==> src/rtl/ex3_pkg.sv <==
// Shared types and constants for the Excess-3 sequential to binary converter.
// Optional digit validation is selected with the EX3_DIGIT_CHECK_EN macro.
package ex3_pkg;

  typedef enum logic [1:0] {
    IDLE = 2'd0,
    CONV = 2'd1,
    DONE = 2'd2
  } ex3_state_e;

  localparam int EX3_OFFSET   = 3;
  localparam int EX3_DIGIT_W  = 4;
  localparam int EX3_MIN_CODE = 3;
  localparam int EX3_MAX_CODE = 12;

endpackage

==> src/rtl/ex3_digit_dec.sv <==
// Combinational decode of one Excess-3 code into its 4-bit value and a valid flag.
// With EX3_DIGIT_CHECK_EN defined, codes outside 3..12 are flagged and decode to 0.
module ex3_digit_dec
  import ex3_pkg::*;
(
  input  logic [EX3_DIGIT_W-1:0] i_code,
  output logic [EX3_DIGIT_W-1:0] o_val,
  output logic                   o_valid
);

  logic [EX3_DIGIT_W-1:0] w_raw;

  // Wraps modulo 16 for codes below the offset.
  assign w_raw = i_code - EX3_DIGIT_W'(EX3_OFFSET);

`ifdef EX3_DIGIT_CHECK_EN
  assign o_valid = (i_code >= EX3_DIGIT_W'(EX3_MIN_CODE)) &&
                   (i_code <= EX3_DIGIT_W'(EX3_MAX_CODE));
  assign o_val   = o_valid ? w_raw : '0;
`else
  assign o_valid = 1'b1;
  assign o_val   = w_raw;
`endif

endmodule

==> src/rtl/ex3_seq_to_bin.sv <==
// Serial Excess-3 to binary converter: one digit per cycle, MSD first, acc = acc*10 + digit.
// Macro EX3_DIGIT_CHECK_EN enables invalid-digit detection reported on err.
module ex3_seq_to_bin
  import ex3_pkg::*;
#(
  parameter int DIGITS = 4,
  parameter int BW     = 14
) (
  input  logic                          clk,
  input  logic                          rst_n,
  input  logic                          start,
  input  logic [EX3_DIGIT_W*DIGITS-1:0] E,
  output logic [BW-1:0]                 B,
  output logic                          busy,
  output logic                          done,
  output logic                          err
);

  localparam int EW = EX3_DIGIT_W * DIGITS;
  localparam int CW = (DIGITS > 1) ? $clog2(DIGITS) : 1;

  ex3_state_e             r_state;
  ex3_state_e             w_state_nxt;
  logic [EW-1:0]          r_sr;
  logic [BW-1:0]          r_acc;
  logic [BW-1:0]          r_b;
  logic [CW-1:0]          r_cnt;
  logic [EX3_DIGIT_W-1:0] w_dig_val;
  logic                   w_dig_valid;
  logic                   w_last;
  logic [BW-1:0]          w_acc_nxt;

  ex3_digit_dec u_dec (
    .i_code  (r_sr[EW-1 -: EX3_DIGIT_W]),
    .o_val   (w_dig_val),
    .o_valid (w_dig_valid)
  );

  assign w_last    = (r_cnt == CW'(DIGITS - 1));
  // acc*10 as (acc<<3)+(acc<<1); carries above BW are dropped.
  assign w_acc_nxt = (r_acc << 3) + (r_acc << 1) + BW'(w_dig_val);

  always_ff @(posedge clk or negedge rst_n) begin
    if (!rst_n) begin
      r_state <= IDLE;
    end else begin
      r_state <= w_state_nxt;
    end
  end

  always_comb begin
    w_state_nxt = r_state;
    unique case (r_state)
      IDLE:    if (start) w_state_nxt = CONV;
      CONV:    if (w_last) w_state_nxt = DONE;
      DONE:    w_state_nxt = IDLE;
      default: w_state_nxt = IDLE;
    endcase
  end

  always_ff @(posedge clk or negedge rst_n) begin
    if (!rst_n) begin
      r_sr  <= '0;
      r_acc <= '0;
      r_b   <= '0;
      r_cnt <= '0;
    end else begin
      unique case (r_state)
        IDLE: begin
          if (start) begin
            r_sr  <= E;
            r_acc <= '0;
            r_cnt <= '0;
          end
        end
        CONV: begin
          r_acc <= w_acc_nxt;
          r_sr  <= r_sr << EX3_DIGIT_W;
          r_cnt <= r_cnt + 1'b1;
          // Result is published on the same edge that enters DONE.
          if (w_last) r_b <= w_acc_nxt;
        end
        default: ;
      endcase
    end
  end

`ifdef EX3_DIGIT_CHECK_EN
  logic r_err_flag;
  logic r_err;

  always_ff @(posedge clk or negedge rst_n) begin
    if (!rst_n) begin
      r_err_flag <= 1'b0;
      r_err      <= 1'b0;
    end else begin
      if (r_state == IDLE && start) begin
        r_err_flag <= 1'b0;
      end else if (r_state == CONV) begin
        r_err_flag <= r_err_flag | ~w_dig_valid;
        if (w_last) r_err <= r_err_flag | ~w_dig_valid;
      end
    end
  end

  assign err = r_err;
`else
  logic w_unused_valid;
  assign w_unused_valid = w_dig_valid;
  assign err = 1'b0;
`endif

  assign B    = r_b;
  assign busy = (r_state != IDLE);
  assign done = (r_state == DONE);

endmodule
==> config.mk <==
export PLATFORM = sky130hd
export DESIGN_NAME = ex3_seq_to_bin
export DESIGN_NICKNAME = d
export VERILOG_FILES = /design/src/rtl/ex3_pkg.sv /design/src/rtl/ex3_digit_dec.sv /design/src/rtl/ex3_seq_to_bin.sv
export SDC_FILE = /design/constraint.sdc
export NUM_CORES = 1
export LEC_CHECK = 0
export CORE_ASPECT_RATIO = 0.5
export CORE_MARGIN = 4
export CORE_UTILIZATION = 45
export CTS_BUF_LIST = sky130_fd_sc_hd__clkbuf_8
export DETAILED_ROUTE_END_ITERATION = 7
export PLACE_DENSITY = 0.78
export SYNTH_ARGS = -nofsm -noshare
export SYNTH_HDL_FRONTEND = slang
export SYNTH_SLANG_ARGS = --single-unit
==> constraint.sdc <==
create_clock -name clk -period 2.6 [get_ports clk]
set_input_delay 0.52 -clock clk [delete_from_list [all_inputs] [get_ports clk]]
set_output_delay 0.52 -clock clk [all_outputs]
set_load 0.005 [all_outputs]
==> results.cfg, run 1 <==
[status]
status = complete, but fails checks
violations = setup timing

[synthesis]
netlist_area_um2 = 2780
synth_edf_count = 0
ys_types = 44
async_flop_share_pct = 100
synth_flop_cell = dfrtp_1
synth_nets = 340
synth_seq_cells = 47
yosysWarnings = 0
seq_area_frac_synth_pct = 42.3
avgSynthCellArea_um2 = 9.42
synth_cells = 295

[global_route]
grt_pass1_wl_um = 11000
track_usage_pct = 17.7
grt_start_max_net_pins = 27
grt_pass1_vias = 2363
antenna_found_initial = 0
grt_remaining_overflow = 0

[critical_path]
end_kind = flip-flop
crit_required_ns = 2.78
r2r-end = r_acc[10]
cp_data_arrival_time_ns = 2.78
critPathLaunchType = flip-flop
r2r_slack_ns = -0.007
reg2reg_depth = 10
r2r_start = r_sr[12]
critPathMaxFanout = 3
crit_type = reg2reg

[drt]
vias = 2327
drt_iter0_markers = 90
detail_route.vias_per_cell = 5.55
ant_nets = 0
met2_length_um = 2910
wl_met1_um = 2930
wl_per_cell_um = 14.8
dr.pass1.iters = 5
drc = 0
dr_wl_met3_um = 320
drt_wl_total_um = 6220
highest_layer = met4

[cells_and_area]
final_nets = 379
fillers = 482
syn_to_final_growth_pct = 22.9
antenna_cells = 0
layout-drive-gt1-share_pct = 11.9
final_cells = 419

[floorplanning]
rows = 19
start_util_pct = 48.5
die_h_um = 63.6
ioPinCount = 36
die_w_um = 119
die_area_um2 = 7570
core_um2 = 5730

[place]
hpwlAfterDp_um = 4610
numPortBuffers = 34
place_inst = 409
gp_congestion = 0.878

[clocking]
cts-htree-levels = 2
cts_buffer_depth = 2
tritoncts = built
clk_pin_slew_ns = 0.09
root_buffer = clkbuf_8
clk_latency_ns = 0.31
cts_buffers = 5
postCtsHoldBufs = 0
clock-sinks = 47

[sta]
final.period_utilization_pct = 100
setup_viol = 1
max_freq_mhz = 384
period_needed_ns = 2.61
slew_headroom_pct = 63.5
hold_viol = 0
rsz0062_at_grt = yes
worst_pin_slew_ns = 0.548
timing.final.ws_setup_ns = -0.00661
finClkSkew_ns = 0.0122
setup-tns-final_ns = -0.00661
timing.final.max_slew_violations = 0

[power_and_ir_drop]
ir_worst_vdd_uv = 664
p_leak_nw = 1.52
powerDensity_nw_per_um2 = 1570

[min_path]
hp-class = in2async

[job]
maxCapViolCount = 0
-- placed cells by master, fill, tap and decap left out, types with 5 or more instances in the layout --
cell,count
a21oi_1,25
clkbuf_8,6
inv_1,6
nand2_1,38
ha_1,22
o21ai_0,16
clkdlybuf4s50_1,33
buf_4,15
a22oi_1,8
a22o_1,6
nand4_1,5
xnor2_1,5
xor2_1,5
dfrtp_1,47
nand3_1,7
o21ai_1,21
or4_1,5
nor2b_1,14
-- cell usage after synthesis, types with 2 or more instances --
cell type	instances	area share, %
dfrtp_1	47	42
nand2_1	39	5.3
a21oi_1	26	4.7
ha_1	24	11
o21ai_1	21	3.8
o21ai_0	16	2.9
nor2b_1	14	3.2
clkbuf_1	13	1.8
a22oi_1	8	2.2
nand3_1	8	1.4
inv_1	7	0.95
a22o_1	6	1.9
nand4_1	5	1.1
or4_1	5	1.4
xnor2_1	5	1.6
xor2_1	5	1.6
and3b_1	4	1.3
nor2_1	4	0.54
a21o_1	3	0.81
nor3_1	3	0.54
o21a_1	3	0.81
a31oi_1	2	0.45
buf_2	2	0.36
fa_1	2	1.4
nand2b_1	2	0.45
o2111ai_1	2	0.63
o311a_1	2	0.72
-- power by group --
group	switching, mW	internal, mW
Combinational	1.89	1.56
Sequential	0.275	1.08
Clock	0.248	0.311
Total	2.41	2.96
-- metrics by stage --
step / worst slack [ns] / cell area [um2] / utilization (%) / power, mW / hold slack [ns]
detailed placement: -0.0811 / 3240 / 56.6 / 4.64 / 0.440
CTS: -0.0111 / 3390 / 59.2 / 5.31 / 0.102
global placement: 0.0130 / 3240 / 56.6 / 4.47 / 0.435
global route: -0.139 / 3410 / 59.6 / 5.91 / 0.104
floorplan: 0.0128 / 2780 / - / 3.70 / 0.224
finish: -0.00661 / 3410 / 59.6 / 5.37 / 0.103
-- critical path, cell delays in order, from the launching register on --
cell and delay [ns]:
dfrtp_1 0.41, ha_2 0.20, xnor2_1 0.12, ha_1 0.31, ha_4 0.18, fa_2 0.41, a211oi_2 0.21, o211ai_1 0.13
a31oi_1 0.21, xor2_1 0.22, o21ai_1 0.09
-- timing repair --
action | 4_1_cts | 5_1_grt
cloned | 0 | 0
resized for setup | 6 | 4
buffers inserted | 1 | 1
pin swaps | 11 | 19
setup endpoints to repair | 6 | 13
-- how the worst max path moves through the flow --
stage                   from        end  slack, ns
finish              r_sr[12]  r_acc[10]     -0.007
global route        r_sr[13]      B[13]      -0.14
CTS                 r_sr[12]  r_acc[10]      -0.01
detailed placement  r_sr[13]   r_acc[9]      -0.08
global placement    r_sr[13]   r_acc[9]       0.01
floorplan           r_sr[12]       B[8]       0.01
-- state kept, by name, summed over array words and instances, names as in the netlist --
signal   cells
B           14
r_acc       13
r_cnt        2
r_sr        16
r_state      2
-- area by class of cell --
type,instances,area (um2),share of cell area [%]
Clock buffer,6,82.6,2.42
Inverter,8,35.0,1.03
Sequential cell,47,1180,34.4
Tap cell,84,105,3.08
Multi-Input combinational cell,223,1530,44.9
Timing Repair Buffer,49,448,13.1
Clock inverter,2,35.0,1.03
-- cell families (layout without fill, tap and decap cells) --
| group | Yosys count | count (layout) | share of synthesized area, % |
|---|---|---|---|
| buf+inv | 25 | 65 | 4.05 |
| flops | 47 | 47 | 42.3 |
| xor+xnor | 10 | 10 | 3.15 |
| compound gates | 98 | 98 | 21.6 |
| fa+ha+maj | 26 | 26 | 12.3 |
| simple gates | 87 | 87 | 16.0 |
| other cells | 1 | 1 | 0.135 |
| mux | 1 | 1 | 0.405 |
-- routing by layer --
metal,vias to the layer above,global-route usage [%]
met1,1124,23.3
met3,7,4.38
met5,-,0
li1,1140,-
met4,0,4.91
met2,56,29.1
(Power assumes the default switching activity.)
==> run 2, diff against run 1 <==
- DONT_BUFFER_PORTS: default -> 1
- PLACE_DENSITY: 0.78 -> 0.7
- SYNTH_HIERARCHICAL: default -> 1
==> run 2 against run 1 <==
Compared with the run above:
- the run still ends with setup timing left
- area after synthesis decreased by 4.0%
- first-iteration DRC count decreased by 42%
- flip-flop and latch count unchanged
- register-to-register slack got worse by 0.23 ns
- fmax decreased by 8.1%
- critical path depth increased by 1
- cell area decreased by 9.8%
- synthesized cell count decreased by 8.8%
- via count decreased by 13%
- clock skew decreased by 0.0017 ns
- non-clock buffer count decreased by 30
- critical path type unchanged
- highest routed layer unchanged
==> results.cfg, run 2 <==
[place]
numPortBuffers = 0
gp_congestion = 0.889
post_dp_cell_area_um2 = 2830
hpwlAfterDp_um = 3980

[global_route]
grt_start_max_net_pins = 48
grt_pass1_vias = 2062
track_usage_pct = 17.3
antenna_found_initial = 0
grt_pass1_wl_um = 10100
grt_remaining_overflow = 0

[floorplanning]
start_util_pct = 47.5
die_area_um2 = 7300
die_h_um = 62.4
rows = 19
ioPinCount = 36
die_w_um = 117
core_um2 = 5610

[cells_and_area]
antenna_cells = 0
top_register = r_sr
final_nets = 324
largest_reg_flops = 16
stdcell_area_um2 = 3080
final_common_cell = dfrtp_1
mostFrequentLayoutCells = dfrtp_1 (47), nand2_1 (26), a21oi_1 (24), o21ai_0 (24), ha_1 (21)
layout-drive-gt1-share_pct = 18.2
syn_to_final_growth_pct = 15.4

[job]
maxCapViolCount = 0

[drt]
drc = 0
vias = 2023
dr.pass1.iters = 4
wl_per_cell_um = 16.6
ant_nets = 0
drt_iter0_markers = 52
detail_route.vias_per_cell = 5.73
drt_wl_total_um = 5850

[synthesis]
netlist_area_um2 = 2670
synth_cells = 269
avgSynthCellArea_um2 = 9.92
yosysWarnings = 6
synth_nets = 314

[sta]
hold_viol = 0
final.period_utilization_pct = 109
setup_viol = 11
slew_headroom_pct = 58.4
period_needed_ns = 2.84
rsz0062_at_grt = yes
max_freq_mhz = 353
worst_pin_slew_ns = 0.624
timing.final.ws_setup_ns = -0.237
timing.final.max_slew_violations = 0
finClkSkew_ns = 0.0106

[critical_path]
cp_slowest_cell = fa_1
crit_required_ns = 2.79
critPathMaxFanout = 2
crit_type = reg2reg
cp_data_arrival_time_ns = 3.03
crit_family = compound AO/OA/AOI/OAI gates
end_kind = flip-flop
path_buf_inv = 2
crit_chain = a21oi_2 -> xor2_1 -> inv_1 -> fa_1 -> inv_2 -> ha_4 -> a21o_1 -> and4_4 -> o211a_1 -> or3_4 -> a32o_1
slowest_delay_ns = 0.49
critPathLaunchType = flip-flop

[min_path]
hp-class = in2async

[clocking]
clk_latency_ns = 0.31
cts_buffers = 5
clk_pin_slew_ns = 0.09
tritoncts = built
clock-sinks = 47
cts-htree-levels = 2
cts_buffer_depth = 2
root_buffer = clkbuf_8

[status]
violations = setup timing
status = complete, but fails checks
==> run 2: per-stage QoR <==
| step | hold WS [ns] | utilization (%) | setup slack [ns] | std cells | TNS [ns] |
|---|---|---|---|---|---|
| after floorplan | 0.224 | - | -0.190 | 269 | -0.603 |
| after global placement | 0.226 | 50.4 | -0.236 | 341 | -1.80 |
| after detailed placement | 0.226 | 50.4 | -0.314 | 341 | -2.66 |
| after CTS | 0.0542 | 54.0 | -0.206 | 352 | -1.71 |
| after global routing | 0.0518 | 54.9 | -0.330 | 353 | -3.37 |
| final | 0.0444 | 54.9 | -0.237 | 353 | -2.08 |
==> run 2: per-layer routing <==
| metal | wire (um) | global-route usage (%) |
|---|---|---|
| met2 | 2740 | 27.2 |
| met1 | 2680 | 22.9 |
| met4 | 78 | 5.58 |
| met5 | 0 | 0 |
| met3 | 352 | 5.13 |
==> run 2: path summary, 6_finish.rpt <==
kind                           from  endpoint  cells after the start  slack, ns
max                        r_sr[13]  r_acc[9]                     11      -0.24
min                           rst_n   r_sr[3]                      1       0.04
max reg2reg                r_sr[13]  r_acc[9]                     11      -0.24
min reg2reg                 r_sr[1]   r_sr[1]                      2       0.51
max in group asynchronous     rst_n     B[11]                      1       2.33
min in group clk              E[13]  r_sr[13]                      2       0.40
==> run 2: timing repair <==
item	CTS	global route
hold buffers	1	0
buffers inserted	2	1
hold endpoints to repair	47	0
gates resized for setup	12	9
setup endpoints to repair	13	15
gates cloned	0	0
pin swaps	17	5
==> run 2: layout make-up <==
cell class                 instances  area (um2)
clock buffer                       6        82.6
clock inverter                     2        35.0
fill                             491        2530
inverter                           8        30.0
multi-input combinational        198        1500
sequential                        47        1180
tap                               73        91.3
timing repair buffer              19         166
==> run 2: worst reg2reg max path, delay by kind of cell (launching register included) <==
family          cells  cell delay [ns]
compound gates      4             0.77
fa+ha+maj           2             0.69
simple gates        2             0.54
flops               1             0.40
xor+xnor            1             0.16
buf+inv             2             0.13
Power of run 2 is left out: the tool's default activity adds up to more than one toggle a clock period on the data nets, which glitch-free logic cannot reach.
